**config.mk**
```make
export PLATFORM = sky130hd
export DESIGN_NAME = uart_mmio
export DESIGN_NICKNAME = d
export VERILOG_FILES = /design/src/rtl/uart_mmio.sv
export SDC_FILE = /design/constraint.sdc
export NUM_CORES = 1
export LEC_CHECK = 0
export CORE_UTILIZATION = 50
export CTS_BUF_LIST = sky130_fd_sc_hd__clkbuf_4 sky130_fd_sc_hd__clkbuf_8 sky130_fd_sc_hd__clkbuf_16
export CTS_CLUSTER_SIZE = 24
export DETAILED_ROUTE_END_ITERATION = 8
export GPL_TIMING_DRIVEN = 0
export PLACE_DENSITY = 0.82
export SLEW_MARGIN = 20
export SYNTH_ARGS = -nofsm -noshare
export SYNTH_HDL_FRONTEND = slang
export SYNTH_SLANG_ARGS = --single-unit
```
**constraint.sdc**
```tcl
create_clock -name clk -period 3.35 [get_ports clk]
set_input_delay 0.67 -clock clk [delete_from_list [all_inputs] [get_ports clk]]
set_output_delay 0.67 -clock clk [all_outputs]
set_load 0.02 [all_outputs]
```
**src/rtl/uart_mmio.sv**
```systemverilog
// Memory-mapped console UART: decodes core loads and stores in an 8-byte window,
// buffers TX bytes in a FIFO drained at a paced rate, and serves RX and line-status reads.
module uart_mmio #(
  parameter logic [63:0] UART_BASE  = 64'h0000_0000_1000_0000,
  parameter int          FIFO_DEPTH = 16,
  parameter int          TX_DIV     = 4
) (
  input  logic        clk,
  input  logic        rst,
  input  logic        mem_write,
  input  logic        mem_read,
  input  logic [63:0] data_addr,
  input  logic [7:0]  write_data,
  output logic        hit,
  output logic [63:0] read_data,
  output logic        tx_full,
  output logic [15:0] drop_cnt,
  output logic        uart_out_valid,
  output logic [7:0]  uart_out_ch,
  output logic        uart_in_valid,
  input  logic [7:0]  uart_in_ch
);

  localparam int AW = $clog2(FIFO_DEPTH);
  localparam int CW = AW + 1;
  localparam int DW = (TX_DIV > 1) ? $clog2(TX_DIV) : 1;
  localparam logic [CW-1:0] DEPTH_C  = CW'(FIFO_DEPTH);
  localparam logic [DW-1:0] DIV_LOAD = DW'(TX_DIV - 1);

  logic [7:0]    fifo_mem [FIFO_DEPTH];
  logic [AW-1:0] wr_ptr;
  logic [AW-1:0] rd_ptr;
  logic [CW-1:0] count;
  logic [CW-1:0] count_nxt;
  logic [DW-1:0] div_cnt;
  logic [2:0]    off;
  logic          push_req;
  logic          push_ok;
  logic          pop;
  logic          tx_idle;

  assign off      = data_addr[2:0];
  assign hit      = (data_addr[63:3] == UART_BASE[63:3]);
  assign push_req = hit && mem_write && (off == 3'd0);
  assign pop      = (count != '0) && (div_cnt == '0);
  // A full FIFO still accepts a byte when the head leaves in the same cycle.
  assign push_ok  = push_req && ((count < DEPTH_C) || pop);
  assign tx_idle  = (count == '0) && (div_cnt == '0);

  always_comb begin
    count_nxt = count;
    if (push_ok && !pop)      count_nxt = count + CW'(1);
    else if (!push_ok && pop) count_nxt = count - CW'(1);
  end

  // RX handshake: uart_in_valid is a same-cycle request; the host must
  // present uart_in_ch in that cycle, there is no ready/backpressure.
  assign uart_in_valid = hit && mem_read && (off == 3'd0);

  always_comb begin
    read_data = 64'd0;
    if (hit && mem_read) begin
      case (off)
        3'd0:    read_data = {56'd0, uart_in_ch};
        3'd5:    read_data = {56'd0, 1'b0, tx_idle, ~tx_full, 4'd0, 1'b1};
        default: read_data = 64'd0;
      endcase
    end
  end

  // Storage carries no reset; pointers and count define what is valid.
  always_ff @(posedge clk) begin
    if (rst && push_ok) fifo_mem[wr_ptr] <= write_data;
  end

  always_ff @(posedge clk) begin
    if (!rst) begin
      wr_ptr         <= '0;
      rd_ptr         <= '0;
      count          <= '0;
      div_cnt        <= '0;
      tx_full        <= 1'b0;
      drop_cnt       <= 16'd0;
      uart_out_valid <= 1'b0;
      uart_out_ch    <= 8'd0;
    end else begin
      if (push_ok) wr_ptr <= wr_ptr + AW'(1);
      if (push_req && !push_ok && (drop_cnt != 16'hFFFF)) drop_cnt <= drop_cnt + 16'd1;
      count          <= count_nxt;
      tx_full        <= (count_nxt == DEPTH_C);
      uart_out_valid <= pop;
      if (pop) begin
        rd_ptr      <= rd_ptr + AW'(1);
        uart_out_ch <= fifo_mem[rd_ptr];
        div_cnt     <= DIV_LOAD;
      end else if (div_cnt != '0) begin
        div_cnt <= div_cnt - DW'(1);
      end
    end
  end

endmodule

```
==> results_dict.tcl <==
set metrics [dict create \
    cp_num_buf_inv 3 \
    gp_congestion 0.867 \
    cp-end-kind "output pin" \
    syn2layout_area_growth_pct 31.8 \
    synth.top_cells.by_count "edfxtp_1 (128), buf_4 (56), dfxtp_1 (41)" \
    slowest_delay_ps 370 \
    drt-initial-drc-count 416 \
    fmax_mhz 298 \
    gr-usage-met2_pct 44.8 \
    viasPerCell 5.52 \
    cts_tree "done" \
    initial_core_util_pct 51.6 \
    fillers 944 \
    grt_pass1_wl_um 27700 \
    fin_nets 815 \
    grt-ovfl-total 0 \
    grt_use_met1_pct 26.1 \
    portBuffers 119 \
    yosysSeqAreaShare_pct 61.4 \
    vias 5077 \
    gr-max-usage-layer "met2" \
    fin_skew_ps 8.67 \
    synthArstFlopShare_pct 0 \
    core_um2 14700 \
    yosysMostFrequentCell "edfxtp_1" \
    worstSkewPairLatency_ps 430 \
    cpMostUsedCell "dlygate4sd2_1" \
    cts_made_buffers 17 \
    p_total_mw 5.66 \
    dp_hpwl_um 12800 \
    antenna_found_initial 1 \
    power_density_nw_per_um2 566 \
    wl_per_cell_um 20.3 \
    max_slew_margin_pct 39.3 \
    placed_area_um2 9260 \
    grt_start_max_net_pins 17 \
    hold_viol_final 0 \
    p_leak_nw 3.81 \
    dieArea_um2 15700 \
    required_ps 2680 \
    fin_crit_sh_pct 100 \
    fin_crit_ps 3350 \
    fin_ws_ps -0.601 \
    synth_enable_flop_cells 128 \
    cts_root_buf "clkbuf_16" \
    path_clk_slew_ps 60 \
    syn_area_per_cell_um2 14.5 \
    rsz0062_at_grt "yes" \
    die_h_um 125 \
    status "complete, but fails checks" \
    fin_util_pct 68.1 \
    start_kind "input port" \
    cp_top_family "simple AND/OR/NAND/NOR gates" \
    max_cap_viol_count 0 \
    worst_pin_slew_ps 906 \
    yosys.area.top_type "edfxtp_1" \
    drt.antenna.violating_nets 0 \
    syn_inst 525 \
    synthFlopType "edfxtp_1" \
    ys_seq_elements 169 \
    firstDrtPassIters 7 \
    ioPinCount 176 \
    path_class "input port to output pin" \
    drive_gt1_share_pct 25.6 \
    synth_area_leaders "edfxtp_1 (51%), mux4_2 (12%), dfxtp_1 (11%), buf_4 (5.5%), nand2_1 (1.9%)" \
    setup_viol 1 \
    slew_viol_final 0 \
    dp_slack_ps -985 \
    slowest_stage "dlygate4sd2_1" \
    holdBufCountCts 0 \
    stdcell_area_um2 10000 \
    wl_um 18700 \
    grt_pass1_vias 5029 \
    crit_chain "dlygate4sd2_1 > nor4_1 > nand4_1 > nor4_4 > nand3b_1 > buf_6 > nor3_4 > dlygate4sd2_1" \
    hp-class "flip-flop to flip-flop" \
    crit_arrival_ps 2680 \
    synth_cell_type_count 50 \
    vdd_drop_max_v 0.000759 \
    cp_max_fo 4 \
    std_cell_rows 44 \
    violations "design-rule violations, negative setup slack" \
    htree_levels 4 \
    die_x_um 125 \
    clock_path_buffers 2 \
    synth_top_cell_area_share_pct 50.6 \
    use_met3_pct 6.12 \
    track_usage_pct 23.8 \
    post-route-drc-count 46 \
    clock-sinks 169 \
    synth_area_um2 7590 \
    yosysWarnings 0 \
]
==> layout make-up <==
type / instances / area [um^2] / share of cell area [%]
Antenna cell: 1 / 2.50 / 0.0250
Buffer: 78 / 533 / 5.33
Clock buffer: 18 / 433 / 4.33
Clock inverter: 14 / 161 / 1.61
Inverter: 14 / 52.6 / 0.525
Multi-Input combinational cell: 320 / 2700 / 26.9
Sequential cell: 169 / 4660 / 46.6
Tap cell: 184 / 230 / 2.30
Timing Repair Buffer: 121 / 1230 / 12.3
==> cells by family (layout without fill, tap and decap cells) <==
kind of cell	count (synthesis)	count (layout)	share of synthesized area, %
adder cells (fa/ha/maj)	10	10	1.65
multiplexers	43	43	12.3
flip-flops	169	169	61.4
other	1	57	0.0494
buffers and inverters	92	245	7.71
AO/OA/AOI/OAI	27	27	2.23
XOR/XNOR	22	22	2.54
AND/OR/NAND/NOR	161	162	12.1
==> repair_timing <==
item,in CTS,in global routing
resized for setup,71,50
setup buffers,2,0
endpoints found under the setup margin,82,82
gates cloned,1,0
endpoints found under the hold margin,0,0
pin swaps,17,21
==> sequential cells by signal, summed over array words and instances (netlist names) <==
name	count
div_cnt	2
wr_ptr	4
fifo_mem	128
drop_cnt	16
uart_out_ch	8
uart_out_valid	1
rd_ptr	4
tx_full	1
count	5
==> power by group <==
part           internal, mW  switching, mW
Sequential             2.33         0.0583
Clock                  1.13          0.839
Combinational         0.612          0.687
==> worst register-to-register path, delay by kind of cell (launching register included) <==
family,cells,cell delay (ps)
simple gates,1,110
flops,1,340
buf+inv,2,840
mux,2,1100
compound gates,1,80
==> worst paths after layout <==
path,from,endpoint,slack (ps),depth (start not counted)
hold reg to reg,uart_out_ch[2],uart_out_ch[2],460,2
setup reg to reg,rd_ptr[0],uart_out_ch[4],740,6
hold / removal,uart_out_ch[2],uart_out_ch[2],460,2
setup / recovery,data_addr[33],uart_in_valid,-0.6,8
==> metal layers <==
metal	vias to the layer above	part of all wire, %	wire, um
met2	258	54	10000
li1	2249	-	-
met3	52	7.3	1370
met4	0	3.4	631
met1	2518	36	6680
met5	-	0	0
==> stage by stage <==
stage / std cells / hold WS [ps] / TNS, ps
after floorplan: 580 / 468 / 0
after detailed placement: 883 / 454 / -67340
final: 919 / 457 / -0.601
after CTS: 918 / 463 / 0
after global placement: 883 / 451 / -85050
after global routing: 919 / 490 / -3820
==> cell usage in the layout, fill, tap and decap left out, types with 14 or more instances in the layout <==
cell type | synthesis | final
edfxtp_1 | 128 | 128
buf_4 | 56 | 61
clkdlybuf4s50_1 | 0 | 57
conb_1 | 1 | 56
dfxtp_1 | 41 | 41
mux4_2 | 40 | 40
nand2_1 | 39 | 39
nor2_1 | 32 | 32
dlymetal6s2s_1 | 0 | 32
clkbuf_16 | 0 | 17
xnor2_1 | 16 | 16
dlygate4sd2_1 | 0 | 16
inv_1 | 14 | 14
nor4_2 | 5 | 14
nor3_2 | 7 | 14
Note: power is estimated with default switching activity, not from simulation.
